===== config.mk =====
export PLATFORM = sky130hd
export DESIGN_NAME = onehot_scan_decoder
export DESIGN_NICKNAME = d
export VERILOG_FILES = /design/src/rtl/onehot_scan_decoder.sv
export SDC_FILE = /design/constraint.sdc
export NUM_CORES = 1
export LEC_CHECK = 0
export CAP_MARGIN = 0
export CORE_MARGIN = 2
export CORE_UTILIZATION = 52
export DETAILED_ROUTE_END_ITERATION = 16
export MAX_ROUTING_LAYER = met4
export PLACE_DENSITY = 0.94
export SLEW_MARGIN = 40
export SYNTH_ARGS = -nofsm -noshare
export SYNTH_HDL_FRONTEND = slang
export SYNTH_SLANG_ARGS = --single-unit
export TNS_END_PERCENT = 1

===== constraint.sdc =====
create_clock -name clk_i -period 4.4 [get_ports clk_i]
set_clock_uncertainty 0.2 [all_clocks]
set_input_delay 0.66 -clock clk_i [delete_from_list [all_inputs] [get_ports clk_i]]
set_output_delay 0.66 -clock clk_i [all_outputs]
set_load 0.1 [all_outputs]

===== src/rtl/onehot_scan_decoder.sv =====
// ============================================================================
// onehot_scan_decoder : registered binary-to-one-hot decoder with auto-scan
// Revision: 1.0
// ============================================================================
`default_nettype none

module onehot_scan_decoder #(
   parameter int SEL_W   = 3,
   parameter int OUT_W   = 1 << SEL_W,
   parameter int DWELL_W = 8
) (
   input  logic               clk_i,
   input  logic               rst_ni,
   input  logic               en_i,
   input  logic               mode_i,
   input  logic [SEL_W-1:0]   sel_i,
   input  logic               load_i,
   input  logic [DWELL_W-1:0] dwell_i,
   output logic [OUT_W-1:0]   out_o,
   output logic [SEL_W-1:0]   idx_o,
   output logic               wrap_o,
   output logic               err_o
);

   typedef enum logic [1:0] {
      ST_IDLE   = 2'd0,
      ST_DIRECT = 2'd1,
      ST_SCAN   = 2'd2
   } state_e;

   localparam logic [SEL_W:0]   OUT_W_X  = (SEL_W+1)'(OUT_W);
   localparam logic [SEL_W-1:0] LAST_IDX = SEL_W'(OUT_W - 1);

   state_e               state_q, state_d;
   logic [SEL_W-1:0]     idx_q, idx_d;
   logic [DWELL_W-1:0]   cnt_q, cnt_d;
   logic [OUT_W-1:0]     out_q, out_d;
   logic                 wrap_q, wrap_d;
   logic                 err_q, err_d;
   logic                 drive_d;

   logic                 w_sel_ok;
   logic [DWELL_W-1:0]   w_last_cnt;
   logic                 w_step;
   logic [OUT_W-1:0]     w_dec;

   // sel values beyond the populated lines are rejected when OUT_W < 2^SEL_W
   assign w_sel_ok   = ({1'b0, sel_i} < OUT_W_X);
   assign w_last_cnt = (dwell_i == '0) ? '0 : (dwell_i - DWELL_W'(1));
   assign w_step     = (cnt_q >= w_last_cnt);

   for (genvar gi = 0; gi < OUT_W; gi++) begin : g_dec
      assign w_dec[gi] = (idx_d == SEL_W'(gi));
   end

   assign out_d = drive_d ? w_dec : '0;

   always_ff @(posedge clk_i) begin
      if (!rst_ni) begin
         state_q <= ST_IDLE;
         idx_q   <= '0;
         cnt_q   <= '0;
         out_q   <= '0;
         wrap_q  <= 1'b0;
         err_q   <= 1'b0;
      end else begin
         state_q <= state_d;
         idx_q   <= idx_d;
         cnt_q   <= cnt_d;
         out_q   <= out_d;
         wrap_q  <= wrap_d;
         err_q   <= err_d;
      end
   end

   always_comb begin
      state_d = ST_IDLE;
      idx_d   = idx_q;
      cnt_d   = '0;
      wrap_d  = 1'b0;
      err_d   = 1'b0;
      drive_d = 1'b0;
      if (en_i) begin
         if (!mode_i) begin
            state_d = ST_DIRECT;
            if (w_sel_ok) begin
               idx_d   = sel_i;
               drive_d = 1'b1;
            end else begin
               err_d   = 1'b1;
            end
         end else begin
            state_d = ST_SCAN;
            drive_d = 1'b1;
            if ((state_q != ST_SCAN) || load_i) begin
               idx_d = w_sel_ok ? sel_i : '0;
               err_d = !w_sel_ok;
            end else if (w_step) begin
               if (idx_q == LAST_IDX) begin
                  idx_d  = '0;
                  wrap_d = 1'b1;
               end else begin
                  idx_d  = idx_q + SEL_W'(1);
               end
            end else begin
               cnt_d = cnt_q + DWELL_W'(1);
            end
         end
      end
   end

   assign out_o  = out_q;
   assign idx_o  = idx_q;
   assign wrap_o = wrap_q;
   assign err_o  = err_q;

endmodule

`default_nettype wire

Yosys cells after proc, flatten, opt, wreduce, memory -nomap -nowiden

Index checks and enable logic that the tools add are counted.

Bits of input ports: 16
Output and inout port bits: 13
Bits in registers: 22
Word-level logic and storage cells: 38

Multiplexer cells: 9
Reduce and logical (&&, ||, !) cells: 7
Bitwise logic cells: 4
Equality and inequality tests: 9
$lt $le $gt $ge: 1
Add/subtract/negate cells: 3

Operators by type and width:

| operator              | number |
|---|---|
| $eq A3 B3 Y1 const B  | 5 |
| $mux W3               | 5 |
| $reduce_or A5 Y1      | 2 |
| $add A8 B1 Y8 const B | 1 |
| $ge A8 B8 Y1          | 1 |
| $logic_not A8 Y1      | 1 |
| $mux W8               | 1 |
| $sub A8 B1 Y8 const B | 1 |
| $eq A3 B2 Y1 const B  | 2 |
| $not A1 Y1            | 4 |
| $reduce_and A2 Y1     | 2 |
| $add A3 B1 Y3 const B | 1 |
| $eq A3 B1 Y1 const B  | 1 |
| $logic_not A3 Y1      | 1 |
| $mux W1               | 2 |
| $mux W2               | 1 |
| $ne A2 B2 Y1 const B  | 1 |
| $logic_or A1 B1 Y1    | 1 |

Depth between registers and ports, before layout

Gate-level depths: netlist of the first run.

Word-level depth: 8
Depth in mapped cells: 13
Depth with buffers taken out: 13

Least setup slack after synthesis of the first run

Ideal clock, no wire load.

Path kind: input -> register
From: in dwell_i[0]
To: reg out_q[7], in the netlist out_o[7]
Buffers on the path: 0
Library setup time: 0.060 ns
Data required time: 4.140 ns
Setup slack: 1.234 ns
Data arrival time: 2.906 ns
Cell stages on the path: 12
Path through: inv_1 ha_1 nand2_1 xnor2_1 nand2_1 ha_1 or4_4 a21oi_2 a211oi_2 o211a_1 or3_4 and3b_1

Cells in the longest elaborated chain, start to end: 8
Elaborated cells on any way between the ends: 9
Classes of those cells: add/sub: 1; order compare: 1; eq/ne: 1; mux: 5; reduce/logical: 1

Ends and longest elaborated chain:

| element                                                  | line | RTL |
|---|---|---|
| start, declared                                          | 18   | `input logic [DWELL_W-1:0] dwell_i,` |
| $sub A8 B1 Y8 / $logic_not A8 Y1 (equally long branches) | 49   | `assign w_last_cnt = (dwell_i == '0) ? '0 : (dwell_i - DWELL_W'(1));` |
| $mux W8 (*)                                              | 49   |  |
| $ge A8 B8 Y1 (*)                                         | 50   | `assign w_step = (cnt_q >= w_last_cnt);` |
| $mux W3 (*)                                              | 98   | `end else if (w_step) begin` |
| $mux W3 (*)                                              | 95   | `if ((state_q != ST_SCAN) \|\| load_i) begin` |
| $mux W3 (*)                                              | 84   | `if (!mode_i) begin` |
| $mux W3 (*)                                              | 83   | `if (en_i) begin` |
| $eq A3 B3 Y1 (*)                                         | 53   | `assign w_dec[gi] = (idx_d == SEL_W'(gi));` |
| end signal, assigned                                     | 70   | `out_q <= out_d;` |
| end, declared                                            | 37   | `logic [OUT_W-1:0] out_q, out_d;` |

Every way passes the cells marked *; elsewhere a longest branch is shown, timed or not.
A chain may end at the register's enable or synchronous reset.

Final worst setup path of the first run

From: in dwell_i[0]
To: reg out_q[6], in the netlist out_o[6]

Same word-level chain as after synthesis.

==> impl_metrics.py, run 1 <==
metrics = {
    "placement": {
        "io_buffers": 27,
        "place_congestion": 0.9631,
        "place_area_sq_um": 1476,
        "place_hpwl_microns": 2050,
    },
    "global_route": {
        "top_usage_layer": "met2",
        "grt_pass1_wl_microns": 4340,
        "grt_overflow": 0,
        "grt_usage": 0.2164,
        "grt_pass1_vias": 1080,
        "grt_use_met2": 0.3542,
        "grt_antenna_before_repair": 0,
        "met1_usage": 0.2465,
        "grt.met3_usage": 0.04000,
        "grt_max_degree": 14,
    },
    "timing": {
        "slew_viol_final": 0,
        "fmax_mhz": 274.1,
        "fin_crit_ns": 3.649,
        "finalSetupTns_ns": 0,
        "setup_viol": 0,
        "finalCritPeriodShare": 0.8293,
        "hold_viol_final": 0,
        "rsz0062_at_grt": "no",
    },
    "setup_path": {
        "worstSetupEndpointType": "flop",
        "critPathKind": "input pin to flop",
        "crit_fanout": 9,
        "crit_arrival_ns": 3.69,
        "worstPathRequired_ns": 4.44,
        "startpoint_type": "input pin",
    },
    "power_and_ir_drop": {
        "leakagePower_nw": 0.6957,
        "power_density_nw_per_um2": 293.5,
        "vdd_drop_max_v": 0.0003338,
    },
    "finish": {
        "regArea_sq_um": 440.4,
        "final_cell_mix": "dfxtp_1 (22), clkdlybuf4s50_1 (15), nand2_1 (14)",
        "nFillCells": 186,
        "final_common_cell": "dfxtp_1",
        "multi_input_area_sq_um": 757.0,
        "final_net_count": 197,
        "utilization": 0.6846,
        "stdcell_area_sq_um": 1529,
        "antennaDiodeCount": 0,
        "syn_to_final_growth_pct": 23.43,
        "final_layout_size_suffix_gt1_frac": 0.1429,
    },
    "routing": {
        "via_per_inst": 5.929,
        "wl_per_cell_microns": 13.66,
        "firstDrtPassIters": 4,
        "wl_microns": 2677,
        "drt_iter0_drc": 32,
        "ant_nets": 0,
        "route.detailed.drc": 0,
        "vias": 1162,
    },
    "clocking": {
        "clock-sinks": 22,
        "cts_hold_buf": 0,
        "clockRootBuffer": "clkbuf_4",
        "post_cts_buffers": 0,
        "cts_tree": "yes",
        "clkTransAtPathRegs_ns": 0.12,
        "h-tree-depth": 1,
        "cts_buffers": 3,
        "clkLatencyLatePin_ns": 0.32,
        "cts-resized-gates": 0,
        "clk_path_buf_depth": 2,
    },
    "die": {
        "rows": 17,
        "dieArea_sq_um": 2788,
        "placeableCoreArea_sq_um": 2233,
        "io-pin-count": 29,
        "dieWidth_microns": 52.81,
        "start_util": 0.5546,
        "die_h_microns": 52.81,
    },
    "synth": {
        "syn_inst": 139,
        "ys_seq_area_frac": 0.3556,
        "syn_area_per_cell_sq_um": 8.911,
        "syn_area_sq_um": 1239,
        "syn_nets": 167,
        "synth.distinct_cells": 42,
        "ys_seq_elements": 22,
        "yosysWarnings": 0,
    },
    "hold_path": {
        "hp-class": "flop to flop",
    },
    "status": {
        "status": "completed",
    },
    "run": {
        "maxCapViolations": 0,
    },
}
flip-flops by register name, summed over array words and instances, names as in the netlist:
name / cells
wrap_o: 1
cnt_q: 8
idx_o: 3
out_o: 8
state_q: 2
metal layers:
layer | vias up | part of all wire
met5 | - | 0
met2 | 54 | 0.48
met1 | 533 | 0.41
li1 | 562 | -
met3 | 13 | 0.075
met4 | 0 | 0.034
path summary, 6_finish.rpt:
path,from,end,depth (start not counted),slack [ns]
setup / recovery,dwell_i[0],out_o[6],13,0.75
hold / removal,cnt_q[0],cnt_q[0],1,0.30
setup reg to reg,cnt_q[0],out_o[6],8,1.73
hold reg to reg,cnt_q[0],cnt_q[0],1,0.30
through the flow:
stage | std cells | setup WS (ns) | total power (W) | hold WS, ns
after floorplan | 139 | 1.234 | 0.0002685 | 0.2258
after global placement | 192 | 0.5782 | 0.0002960 | 0.2485
after detailed placement | 192 | 0.4498 | 0.0002959 | 0.2822
after CTS | 196 | 0.7604 | 0.0004537 | 0.3123
after global routing | 196 | 0.4450 | 0.0004653 | 0.3419
final | 196 | 0.7513 | 0.0004487 | 0.2996
cell usage after synthesis:
master,count,share of area
o211a_1,1,0.0081
nor3b_2,1,0.010
a221o_1,1,0.0081
a221oi_1,1,0.0071
o31ai_1,1,0.0061
ha_1,12,0.12
mux2i_1,1,0.0081
a221o_2,1,0.0091
clkbuf_1,2,0.0061
a21boi_0,2,0.012
and3_1,5,0.025
o21ai_0,1,0.0040
nand2b_1,2,0.010
a21oi_2,1,0.0071
nand4bb_1,1,0.0091
a21oi_1,2,0.0081
nor2_1,12,0.036
o2111a_1,1,0.0091
nand2_1,14,0.042
or3_1,2,0.010
o221ai_1,1,0.0071
nand3_1,11,0.044
conb_1,1,0.0030
a2111oi_0,1,0.0071
and2_1,3,0.015
a31oi_1,1,0.0051
mux2_2,1,0.0091
or4_4,1,0.0091
and3b_1,2,0.014
nor3_1,4,0.016
o21ai_1,1,0.0040
nor4_1,2,0.010
xnor2_1,3,0.021
buf_4,1,0.0061
a211oi_2,1,0.010
inv_1,7,0.021
o211ai_1,1,0.0061
nor4bb_1,1,0.0081
nor3b_1,3,0.018
or3_4,1,0.0091
xor2_1,6,0.042
dfxtp_1,22,0.36
cells by family after synthesis:
family                     after synthesis  share of synthesized area
muxes                                    2                    0.01717
xor gates and xnor gates                 9                    0.06364
DFF                                     22                     0.3556
other                                    1                   0.003027
and+or+nand+nor                         65                     0.2879
buffers and inverters                   10                    0.03334
adders and majority gates               12                     0.1212
AOI/OAI and AO/OA                       18                     0.1182
worst max-delay path, cell delays in order:
cell	delay, ns
clkdlybuf4s50_1	0.45
inv_1	0.09
ha_1	0.26
nand2_1	0.12
nor3_1	0.23
nand2_1	0.10
mux2_2	0.27
ha_1	0.29
nand3_1	0.11
a211oi_2	0.36
and3_1	0.22
a221o_1	0.30
nor3b_1	0.22
layout make-up:
| type | count | area share |
|---|---|---|
| Sequential cell | 22 | 0.2881 |
| Timing Repair Buffer | 28 | 0.1424 |
| Multi-Input combinational cell | 107 | 0.4951 |
| Clock inverter | 1 | 0.01964 |
| Clock buffer | 3 | 0.01473 |
| Tap cell | 28 | 0.02291 |
| Inverter | 7 | 0.01718 |
where the power goes:
part	leakage, nW	switching, W	total, W	internal (W)
Combinational	0.489	0.0000555	0.0000865	0.0000310
Clock	0.0279	0.0000642	0.000156	0.0000922
Sequential	0.178	0.00000261	0.000206	0.000203
Total	0.696	0.000122	0.000449	0.000326
(Power assumes the default switching activity.)
==> run 2, diff against run 1 <==
Settings changed: CORE_UTILIZATION 52 to 49, PLACE_DENSITY 0.94 to 0.9.
Clock period 4.4 ns to 3.4 ns, I/O delays scaled along.
==> impl_metrics.py, run 2 (synthesized netlist as in run 1, its figures left out) <==
metrics = {
    "placement": {
        "place_congestion": 0.9253,
        "io_buffers": 27,
        "place_area_sq_um": 1577,
        "place_hpwl_microns": 2281,
    },
    "die": {
        "io-pin-count": 29,
        "dieArea_sq_um": 2946,
        "dieWidth_microns": 54.28,
        "rows": 18,
        "die_h_microns": 54.28,
        "placeableCoreArea_sq_um": 2432,
        "start_util": 0.5093,
    },
    "setup_path": {
        "crit_slowest_cell": "or4_4",
        "reg2reg_from": "cnt_q[2]",
        "r2r-end": "out_o[7]",
        "worstSetupEndpointType": "flop",
        "crit_fanout": 6,
        "crit_end": "out_o[7]",
        "reg2reg_depth": 7,
        "regToRegSetupSlack_ns": 0.85,
        "critPathKind": "input pin to flop",
        "max_stage_delay_ns": 0.56,
        "crit_chain": "clkdlybuf4s50_1 > inv_1 > ha_4 > xor2_1 > nand2_1 > ha_1 > or4_4 > a21oi_4 > a211oi_4 > o211a_1 > or3_4 > and3b_1",
        "worstPathRequired_ns": 3.47,
        "crit_start": "dwell_i[1]",
        "startpoint_type": "input pin",
        "crit_arrival_ns": 3.40,
    },
    "run": {
        "maxCapViolations": 0,
    },
    "routing": {
        "wl_per_cell_microns": 15.69,
        "route.detailed.drc": 0,
        "firstDrtPassIters": 4,
        "ant_nets": 0,
        "via_per_inst": 5.878,
        "wl_microns": 3342,
        "drt_iter0_drc": 60,
        "vias": 1252,
    },
    "finish": {
        "stdcell_area_sq_um": 1724,
        "final_cell_mix": "dfxtp_1 (22), buf_4 (17), clkdlybuf4s50_1 (15)",
        "nFillCells": 187,
        "final_net_count": 212,
        "antennaDiodeCount": 0,
        "syn_to_final_growth_pct": 39.19,
        "final_common_cell": "dfxtp_1",
        "final_layout_size_suffix_gt1_frac": 0.2623,
    },
    "clocking": {
        "h-tree-depth": 1,
        "cts_hold_buf": 0,
        "clkTransAtPathRegs_ns": 0.12,
        "clk_path_buf_depth": 2,
        "clock-sinks": 22,
        "clkLatencyLatePin_ns": 0.31,
        "clockRootBuffer": "clkbuf_4",
        "cts_buffers": 3,
        "cts_tree": "yes",
    },
    "timing": {
        "fin_crit_ns": 3.332,
        "finalCritPeriodShare": 0.9799,
        "fmax_mhz": 300.2,
        "slew_viol_final": 0,
        "setup_viol": 0,
        "hold_viol_final": 0,
    },
    "global_route": {
        "grt_pass1_vias": 1110,
        "grt_antenna_before_repair": 0,
        "grt_overflow": 0,
        "grt_pass1_wl_microns": 4554,
        "grt_max_degree": 13,
        "grt_usage": 0.2184,
    },
    "hold_path": {
        "hp-class": "flop to flop",
    },
    "power_and_ir_drop": {
        "vdd_drop_max_v": 0.0003744,
        "leakagePower_nw": 0.7705,
        "p_total_w": 0.0005524,
        "power_density_nw_per_um2": 320.4,
    },
    "status": {
        "status": "completed",
    },
}
[run 2: metrics by stage]
stage | instances | worst slack (ns) | utilization | hold WS (ns) | TNS (ns)
after floorplan | 139 | 0.3843 | - | 0.2258 | 0
after global placement | 206 | -0.2296 | 0.6667 | 0.2367 | -1.866
after detailed placement | 206 | -0.3415 | 0.6481 | 0.2497 | -3.639
after CTS | 210 | 0.005266 | 0.6636 | 0.2770 | 0
after global routing | 213 | -0.02836 | 0.7088 | 0.3059 | -0.1124
final | 213 | 0.06844 | 0.7088 | 0.2744 | 0
[run 2: metal layers]
metal	part of all wire	track usage
met5	0	-
met4	0.024	0.1208
met3	0.074	0.03005
met2	0.51	0.3695
met1	0.39	0.2475
[run 2: how the worst min path moves through the flow]
stage,endpoint,from,depth (start not counted),slack (ns)
floorplan,cnt_q[0],cnt_q[0],1,0.23
global placement,cnt_q[0],cnt_q[0],1,0.24
detailed placement,cnt_q[0],cnt_q[0],1,0.25
CTS,cnt_q[0],cnt_q[0],1,0.28
global route,cnt_q[0],cnt_q[0],1,0.31
finish,cnt_q[0],cnt_q[0],1,0.27
[run 2: timing repair]
item,4_1_cts,5_1_grt
setup buffers,0,1
endpoints found under the setup margin,2,12
gates resized for setup,1,16
pin swaps,0,4
gates cloned,0,2
[run 2: worst max-delay path: cells and delay by family]
kind	cells	cell delay (ns)
AND/OR/NAND/NOR	4	1.26
buffers and inverters	2	0.59
AO/OA/AOI/OAI	3	0.49
adder cells (fa/ha/maj)	2	0.41
XOR/XNOR	1	0.15
[run 2: area by class of cell]
class                   count  area, sq um  area share
multi-input cells         109        860.8      0.4993
flip-flops and latches     22        440.4      0.2554
repair buffers             41        322.8      0.1872
well taps                  30        37.54     0.02177
clock buffers               4        36.28     0.02105
inverters                   7        26.28     0.01524
[run 2: power by group]
| group | switching [W] | internal (W) | total (W) |
|---|---|---|---|
| Clock | 0.0000804 | 0.0000656 | 0.000146 |
| Sequential | 0.00000407 | 0.000263 | 0.000267 |
| Combinational | 0.0000841 | 0.0000553 | 0.000139 |
| Total | 0.000169 | 0.000384 | 0.000552 |
